===== src/rtl/universal_shift_register_n_bits.sv =====
// Parametrised universal shift register: load, shift, rotate, arithmetic shift and clear,
// multi-step commands run one bit per clock under a Start/Busy/Done handshake.
module universal_shift_register_n_bits #(
  parameter int unsigned WIDTH = 8,
  parameter int unsigned CNT_W = $clog2(WIDTH) + 1
) (
  input  logic             Clk_In,
  input  logic             Reset_In,
  input  logic             Start_In,
  input  logic [2:0]       Mode_In,
  input  logic [CNT_W-1:0] Shift_Count_In,
  input  logic [WIDTH-1:0] Parallel_Data_In,
  input  logic             Serial_Left_In,
  input  logic             Serial_Right_In,
  output logic [WIDTH-1:0] Parallel_Data_Out,
  output logic             Serial_Left_Out,
  output logic             Serial_Right_Out,
  output logic             Busy_Out,
  output logic             Done_Out
);

  typedef enum logic [1:0] {StIdle, StRun, StDone} state_e;

  localparam logic [2:0] ModeHold  = 3'b000;
  localparam logic [2:0] ModeLoad  = 3'b001;
  localparam logic [2:0] ModeShl   = 3'b010;
  localparam logic [2:0] ModeShr   = 3'b011;
  localparam logic [2:0] ModeRol   = 3'b100;
  localparam logic [2:0] ModeRor   = 3'b101;
  localparam logic [2:0] ModeAsr   = 3'b110;
  localparam logic [2:0] ModeClear = 3'b111;

  state_e           state_q, state_d;
  logic [WIDTH-1:0] data_q, data_d;
  logic [WIDTH-1:0] load_q, load_d;
  logic [2:0]       mode_q, mode_d;
  logic [CNT_W-1:0] remaining_q, remaining_d;
  logic             armed_q;
  logic [WIDTH-1:0] step_val;
  logic             single_step;

  // Blocks a Start on the reset-release edge; commands are taken only once this is set.
  always_ff @(posedge Clk_In or negedge Reset_In) begin
    if (!Reset_In) begin
      armed_q <= 1'b0;
    end else begin
      armed_q <= 1'b1;
    end
  end

  always_ff @(posedge Clk_In or negedge Reset_In) begin
    if (!Reset_In) begin
      state_q     <= StIdle;
      data_q      <= '0;
      load_q      <= '0;
      mode_q      <= ModeHold;
      remaining_q <= '0;
    end else begin
      state_q     <= state_d;
      data_q      <= data_d;
      load_q      <= load_d;
      mode_q      <= mode_d;
      remaining_q <= remaining_d;
    end
  end

  always_comb begin
    step_val = data_q;
    unique case (mode_q)
      ModeHold:  step_val = data_q;
      ModeLoad:  step_val = load_q;
      ModeShl:   step_val = {data_q[WIDTH-2:0], Serial_Right_In};
      ModeShr:   step_val = {Serial_Left_In, data_q[WIDTH-1:1]};
      ModeRol:   step_val = {data_q[WIDTH-2:0], data_q[WIDTH-1]};
      ModeRor:   step_val = {data_q[0], data_q[WIDTH-1:1]};
      ModeAsr:   step_val = {data_q[WIDTH-1], data_q[WIDTH-1:1]};
      ModeClear: step_val = '0;
      default:   step_val = data_q;
    endcase
  end

  assign single_step = (Mode_In == ModeHold) || (Mode_In == ModeLoad) ||
                       (Mode_In == ModeClear);

  always_comb begin
    state_d     = state_q;
    data_d      = data_q;
    load_d      = load_q;
    mode_d      = mode_q;
    remaining_d = remaining_q;
    unique case (state_q)
      StIdle: begin
        if (Start_In && armed_q) begin
          mode_d      = Mode_In;
          load_d      = Parallel_Data_In;
          remaining_d = single_step ? CNT_W'(1) : Shift_Count_In;
          state_d     = StRun;
        end
      end
      StRun: begin
        if (remaining_q != '0) begin
          data_d      = step_val;
          remaining_d = remaining_q - CNT_W'(1);
        end
        // A zero count still passes through RUN for one cycle.
        if (remaining_q <= CNT_W'(1)) begin
          state_d = StDone;
        end
      end
      StDone:  state_d = StIdle;
      default: state_d = StIdle;
    endcase
  end

  assign Parallel_Data_Out = data_q;
  assign Serial_Left_Out   = data_q[WIDTH-1];
  assign Serial_Right_Out  = data_q[0];
  assign Busy_Out          = (state_q == StRun);
  assign Done_Out          = (state_q == StDone);

endmodule


===== config.mk =====
export PLATFORM = sky130hd
export DESIGN_NAME = universal_shift_register_n_bits
export DESIGN_NICKNAME = d
export VERILOG_FILES = /design/src/rtl/universal_shift_register_n_bits.sv
export SDC_FILE = /design/constraint.sdc
export NUM_CORES = 1
export LEC_CHECK = 0
export ABC_AREA = 1
export BUFFER_PORTS_ARGS = -buffer_cell sky130_fd_sc_hd__buf_2
export CORE_MARGIN = 2
export CORE_UTILIZATION = 25
export DETAILED_ROUTE_END_ITERATION = 16
export PLACE_DENSITY_LB_ADDON = 0.25
export REMOVE_ABC_BUFFERS = 1
export SLEW_MARGIN = 40
export SYNTH_ARGS = -nofsm -noshare
export SYNTH_HDL_FRONTEND = slang
export SYNTH_SLANG_ARGS = --single-unit

===== constraint.sdc =====
create_clock -name Clk_In -period 1.2 [get_ports Clk_In]
set_input_delay 0.18 -clock Clk_In [delete_from_list [all_inputs] [get_ports Clk_In]]
set_output_delay 0.18 -clock Clk_In [all_outputs]
set_load 0.02 [all_outputs]

==> reports/summary.txt, run 1 <==
Status -> finished, violations left
Violated checks -> negative setup slack
Inserted Clock Buffers -> 3
Most numerous cell in the Yosys netlist -> nand2_1
Maximum clock skew at final layout -> 0.00369 ns
Pin count of the biggest net entering global routing -> 27
Post-Route WL -> 3750 um
Yosys warnings -> 0
Sequential share of power -> 27.7%
Setup slack on the worst flop-to-flop path -> -0.02 ns
Vertical extent of the die -> 80.5 um
WHS -> 0.0948 ns
Floorplan core area -> 5570 um^2
Aggregate global-route resource usage -> 11.5%
Final non-filler cell area -> 2140 um^2
Worst EP arrival -> 1.40 ns
Final critical-path share of the clock period -> 102%
Depth of the CTS H-tree -> 1
Clock tree from TritonCTS -> done
Power density relative to cell area -> 2840 nW/um^2
Sw Ratio -> 45.7%
Top-Level Pins -> 32
Area overhead of the layout relative to synthesis -> 46.1%
Maximum Capacitance Violations -> 0
Post-synth top cells -> nand2_1, dfrtp_1, nor2_1
Proportion of netlist area held by the largest area contributor -> 44.4%
Routed length per placed instance -> 11.4 um
Global routing usage on met3 -> 1.24%
Setup Slack @ Placement -> -0.0396 ns
Count of mapped cells out of synthesis -> 199
Area of the mapped netlist -> 1460 um^2
Wire length of the first global-routing pass -> 5930 um
Via count -> 1419
Post-route non-filler standard cell count -> 328
Clock share of power -> 12.2%
Maximum vdd ir drop -> 0.848 mV
Avg Vias per Cell -> 4.33
Clock insertion delay at the later pin of the skew report -> 0.27 ns
Global routing met1 resource utilization -> 16.1%
Final antenna-violating net count -> 0
Starting density of the core -> 26.3%
Path type of the worst min-delay path -> in -> reg
Number of placement rows -> 27
Max-slew violation count -> 0
Internal -> 3.30 mW
Nets -> 280
Clk pin slew, worst setup/hold paths -> 0.10 ns
Final weighted congestion of routability-driven global placement -> 0.800
Final Hold Violating Endpoints -> 0
Sort of element at the end of the critical path -> flop
Die extent in x -> 80.5 um
Depth of the most critical reg-to-reg path -> 9
Cell types with the largest area share after synthesis -> dfrtp_1, nand2_1, nand3_1
Capture point of the critical path -> Parallel_Data_Out[2]
Seq/Total Area, Yosys -> 44.4%
Average cell area after synthesis -> 7.36 um^2
DIE AREA -> 6480 um^2
Library cell with the largest summed area after synthesis -> dfrtp_1
First-pass DRT Iterations -> 4
Data required time at the worst endpoint -> 1.37 ns
Antenna violations before repair -> 0
Min Clock Period, post-route -> 1.22 ns
Proportion of power drawn by combinational gates -> 60.0%
Number of synthesized flops with an enable pin -> 0
Residual DRC count -> 0
Antenna Cells -> 0
Met2 usage in global routing -> 18.3%
Via count of the first global-routing pass -> 1323
FF+latch count, synth -> 26
Largest fanout on the critical path -> 7
Origin of the critical flop-to-flop path -> remaining_q[0]
Clk sink count -> 26
Fmax -> 0.817 GHz
Root buffer cell -> clkbuf_8
Static leakage -> 1.11 nW
Most used DFF post-synth -> dfrtp_1
Fin Setup TNS -> -0.0973 ns
Setup crit start -> remaining_q[0]
Async set or reset register ratio after synthesis -> 100%
Global route hottest layer -> met2
RSZ-0062 raised after global routing -> yes
Unique cell type count in the Yosys netlist -> 23
Cell area after placement -> 1820 um^2
Number of instances in the placed design -> 317
I/O Buffers -> 31
Worst R2R End -> Parallel_Data_Out[2]
Setup-failing EPs final -> 8
Total congestion overflow after global routing -> 0
Power Total -> 6.07 mW
Fin worst setup slack -> -0.0234 ns
CTS max path bufs -> 2
First DRT Iteration DRCs -> 79
Startpoint class of the critical path -> flop
Category of the critical setup timing path -> reg -> reg
NetSw -> 2.78 mW
Finished Core Util -> 38.4%
Hpwl dp -> 2550 um
Fraction of layout cells with a size suffix above 1 -> 40.2%
-- worst max-delay path, stage by stage (launching register included) --
cell      delay, ns
dfrtp_1        0.40
inv_2          0.09
ha_4           0.14
nand2_4        0.05
nand2_4        0.10
clkinv_4       0.09
nand2_8        0.10
nor2_1         0.04
nand2_1        0.05
nand2_1        0.05
-- final cells by class --
type / count / area (um^2)
Inverter: 14 / 70.1
Clock inverter: 1 / 30.0
Tap cell: 72 / 90.1
Clock buffer: 3 / 41.3
Multi-Input combinational cell: 154 / 865
Sequential cell: 26 / 654
Fill cell: 582 / 3440
Timing Repair Buffer: 58 / 388
-- cell usage in the layout (no fill, tap or decap) --
cell type      count
bufinv_16          1
nand4_1            4
clkbuf_8           3
buf_2             29
clkinv_4           1
o21ai_0            7
nand2_4            7
inv_8              1
dfrtp_1           23
nand3_1           11
dlygate4sd3_1      1
nor2_1            15
inv_1              5
conb_1             1
nor3_1             1
ha_4               3
nand3_4            1
nand2_8            2
buf_4             22
dfrtp_2            3
nand2_2            1
buf_6              6
o21ai_2            1
nand3_2            6
nor2_4             2
inv_4              2
o22ai_2            1
nand3b_1           1
nand2_1           82
o21ai_1            2
inv_2              5
nor2_2             6
-- sequential cells by signal (all words and copies together) (netlist names) --
signal             cells
state_q                2
mode_q                 3
remaining_q            4
load_q                 8
armed_q                1
Parallel_Data_Out      8
-- timing repair --
item / in CTS / in global routing
resized for setup: 7 / 44
pin swaps: 0 / 19
setup endpoints to repair: 15 / 25
endpoints found under the hold margin: 26 / 0
hold buffers: 1 / 0
setup buffers: 2 / 3
gates cloned: 0 / 1
-- routing by layer --
metal,part of all wire [%],routed length (um)
met1,50,1880
met2,46,1730
met3,3.0,111
met4,0.91,34
met5,0,0
-- logic make-up after synthesis --
kind of cell | synth area share [%]
AND/OR/NAND/NOR | 41.0
flip-flops | 44.4
buffers and inverters | 7.86
AO/OA/AOI/OAI | 3.85
adder cells (fa/ha/maj) | 2.56
other | 0.256
-- power groups by stage --
stage          Clock, mW  Combinational [mW]  Sequential (mW)
3_5_place_dp           0                2.84             1.62
2_1_floorplan          0                1.68             1.72
4_1_cts            0.771                3.01             1.61
6_report           0.744                3.65             1.68
5_1_grt            0.803                4.07             1.74
3_3_place_gp           0                2.83             1.62
-- how the worst min path moves through the flow --
stage	from	to	slack, ns	cells after the start
2_1_floorplan	Reset_In	Parallel_Data_Out[0]	-0.12	0
3_3_place_gp	Reset_In	remaining_q[2]	0.20	2
3_5_place_dp	Reset_In	remaining_q[2]	0.20	2
4_1_cts	Parallel_Data_In[1]	load_q[1]	0.09	3
5_1_grt	Parallel_Data_In[1]	load_q[1]	0.09	3
6_report	Parallel_Data_In[1]	load_q[1]	0.09	3
Note: power is estimated with default switching activity, not from simulation.
==> run 2, diff against run 1 <==
--- a/config.mk
+++ b/config.mk
@@ -12,6 +12,7 @@
 export DETAILED_ROUTE_END_ITERATION = 16
 export PLACE_DENSITY_LB_ADDON = 0.25
 export REMOVE_ABC_BUFFERS = 1
+export SETUP_SLACK_MARGIN = 0.5
 export SLEW_MARGIN = 40
 export SYNTH_ARGS = -nofsm -noshare
 export SYNTH_HDL_FRONTEND = slang
==> run 2 against run 1 <==
Compared with the run above:
- clock skew up 0.0036 ns
- hold slack got worse by 0.21 ns
- final cell count grew 1.8%
- the run ends with negative hold slack, negative setup slack left
- register-to-register slack gained 0.02 ns
- global-route usage rose by 0.92 points
- final area grew 8.0%
==> reports/summary.txt, run 2 (synthesized netlist as in run 1, its figures left out) <==
Status -> finished, violations left
Violated checks -> negative hold slack, negative setup slack
Startpoint class of the critical path -> flop
Depth of the CTS H-tree -> 1 (unchanged)
Area overhead of the layout relative to synthesis -> 57.7%
Wire length of the first global-routing pass -> 6390 um (+7.8%)
WHS -> -0.112 ns (-0.207 ns)
Footprint of the multi-input gates -> 911 um^2 (+5.4%)
Fin Setup TNS -> -0.00124 ns (+0.0961 ns)
Avg Vias per Cell -> 4.36 (+0.76%)
Clk sink count -> 26 (unchanged)
Starting density of the core -> 26.3% (unchanged)
Antenna Cells -> 0 (unchanged)
Static leakage -> 1.18 nW (+7.1%)
Number of fill cells -> 564 (-3.1%)
Setup slack on the worst flop-to-flop path -> -0.001 ns (+0.02 ns)
Most common library cell in the layout ignoring fill and taps -> nand2_1
Maximum Capacitance Violations -> 0 (unchanged)
Post-route non-filler standard cell count -> 334 (+1.8%)
Number of placement rows -> 27 (unchanged)
Aggregate global-route resource usage -> 12.5% (+0.92 points)
Clock tree from TritonCTS -> done
Via count -> 1456 (+2.6%)
Top-Level Pins -> 32 (unchanged)
Commonest cells after routing, fill and taps aside -> nand2_1, buf_4, dfrtp_1
Root buffer cell -> clkbuf_8
Floorplan core area -> 5570 um^2 (unchanged)
Power density relative to cell area -> 2810 nW/um^2 (-1.0%)
Stage delay of the slowest cell on the critical path -> 0.43 ns (+0.03 ns)
Clock insertion delay at the later pin of the skew report -> 0.27 ns (about the same)
Worst EP arrival -> 1.38 ns (-0.02 ns)
Inserted Clock Buffers -> 3 (unchanged)
Storage element area -> 656 um^2 (+0.19%)
Number of instances in the placed design -> 317 (unchanged)
Routed length per placed instance -> 11.4 um (-0.70%)
Maximum clock skew at final layout -> 0.00729 ns (+0.00361 ns)
Min Clock Period, post-route -> 1.20 ns (-0.0221 ns)
Pin count of the biggest net entering global routing -> 27 (unchanged)
Worst path cell trace -> nor2_2, nand2_4, nand2_4, clkinv_4, nand2_8, nor2_1, nand2_1, nand2_1
Vertical extent of the die -> 80.5 um (unchanged)
Category of the critical setup timing path -> reg -> reg
Final Hold Violating Endpoints -> 26 (+26)
I/O Buffers -> 31 (unchanged)
Fin worst setup slack -> -0.00124 ns (+0.0221 ns)
Sort of element at the end of the critical path -> flop
Largest fanout on the critical path -> 7 (unchanged)
Hpwl dp -> 2550 um (unchanged)
Path type of the worst min-delay path -> in -> async
Fraction of layout cells with a size suffix above 1 -> 49.2% (+9.0 points)
Data required time at the worst endpoint -> 1.38 ns (about the same)
Max-slew violation count -> 0 (unchanged)
Power Total -> 6.49 mW (+6.9%)
Via count of the first global-routing pass -> 1448 (+9.4%)
DIE AREA -> 6480 um^2 (unchanged)
Antenna violations before repair -> 0 (unchanged)
Maximum vdd ir drop -> 0.764 mV (-9.9%)
RSZ-0062 raised after global routing -> yes
Residual DRC count -> 0 (unchanged)
Clk pin slew, worst setup/hold paths -> 0.10 ns (about the same)
Setup-failing EPs final -> 1 (-7)
Slowest cell on the critical path -> dfrtp_1
Final antenna-violating net count -> 0 (unchanged)
Nets -> 286 (+2.1%)
Worst Path Buf+Inv -> 1 (-1)
Total congestion overflow after global routing -> 0 (unchanged)
CTS max path bufs -> 2 (unchanged)
Worst path top cell family by delay -> simple AND/OR/NAND/NOR gates
Final weighted congestion of routability-driven global placement -> 0.800 (unchanged)
Post-Route WL -> 3790 um (+1.1%)
First-pass DRT Iterations -> 4 (unchanged)
Fmax -> 0.832 GHz (+1.8%)
Final critical-path share of the clock period -> 100% (-1.8 points)
First DRT Iteration DRCs -> 56 (-29%)
Die extent in x -> 80.5 um (unchanged)
## run 2: through the flow
step                cell area [um^2]  setup WS [ns]  util, %
CTS                             2140        -0.0253     38.4
global placement                1820        -0.0536     32.6
global route                    2310        -0.0745     41.4
floorplan                       1410        -0.0764        -
detailed placement              1820        -0.0396     32.6
finish                          2310       -0.00124     41.4
## run 2: area by class of cell
cell class                      instances  area share (%)
Multi-Input combinational cell        154            39.5
Inverter                               14            3.14
Clock buffer                            3            1.79
Sequential cell                        26            28.4
Clock inverter                          1            1.30
Timing Repair Buffer                   64            22.0
Tap cell                               72            3.90
## run 2: timing repair
action / 4_1_cts / 5_1_grt
pin swaps: 11 / 27
setup endpoints to repair: 37 / 37
gates resized for setup: 59 / 41
cloned: 1 / 0
setup buffers: 10 / 2
hold endpoints to repair: 26 / 26
## run 2: report_power, final
group          total, mW  switching, mW  internal, mW
Combinational       4.09           2.22          1.87
Clock              0.745          0.298         0.446
Sequential          1.66          0.379          1.28
Total               6.49           2.90          3.59
## run 2: worst paths after layout
check,startpoint,to,cells after the start
worst max-delay path,remaining_q[2],Parallel_Data_Out[2],8
worst min-delay path,Reset_In,armed_q,2
worst max register to register,remaining_q[2],Parallel_Data_Out[2],8
worst min register to register,remaining_q[1],remaining_q[1],2
max in group asynchronous,Reset_In,mode_q[2],2
min in group Clk_In,Parallel_Data_In[5],load_q[5],3
## run 2: per-layer routing
metal  share of wire, %  wire [um]  track usage (%)  vias to the layer above
met2                 47       1780             20.5                       25
met1                 49       1880             17.0                      681
met4               0.90         34             4.41                        0
met3                2.6         98             1.24                        2
met5                  0          0                0                        -
li1                   -          -                -                      748
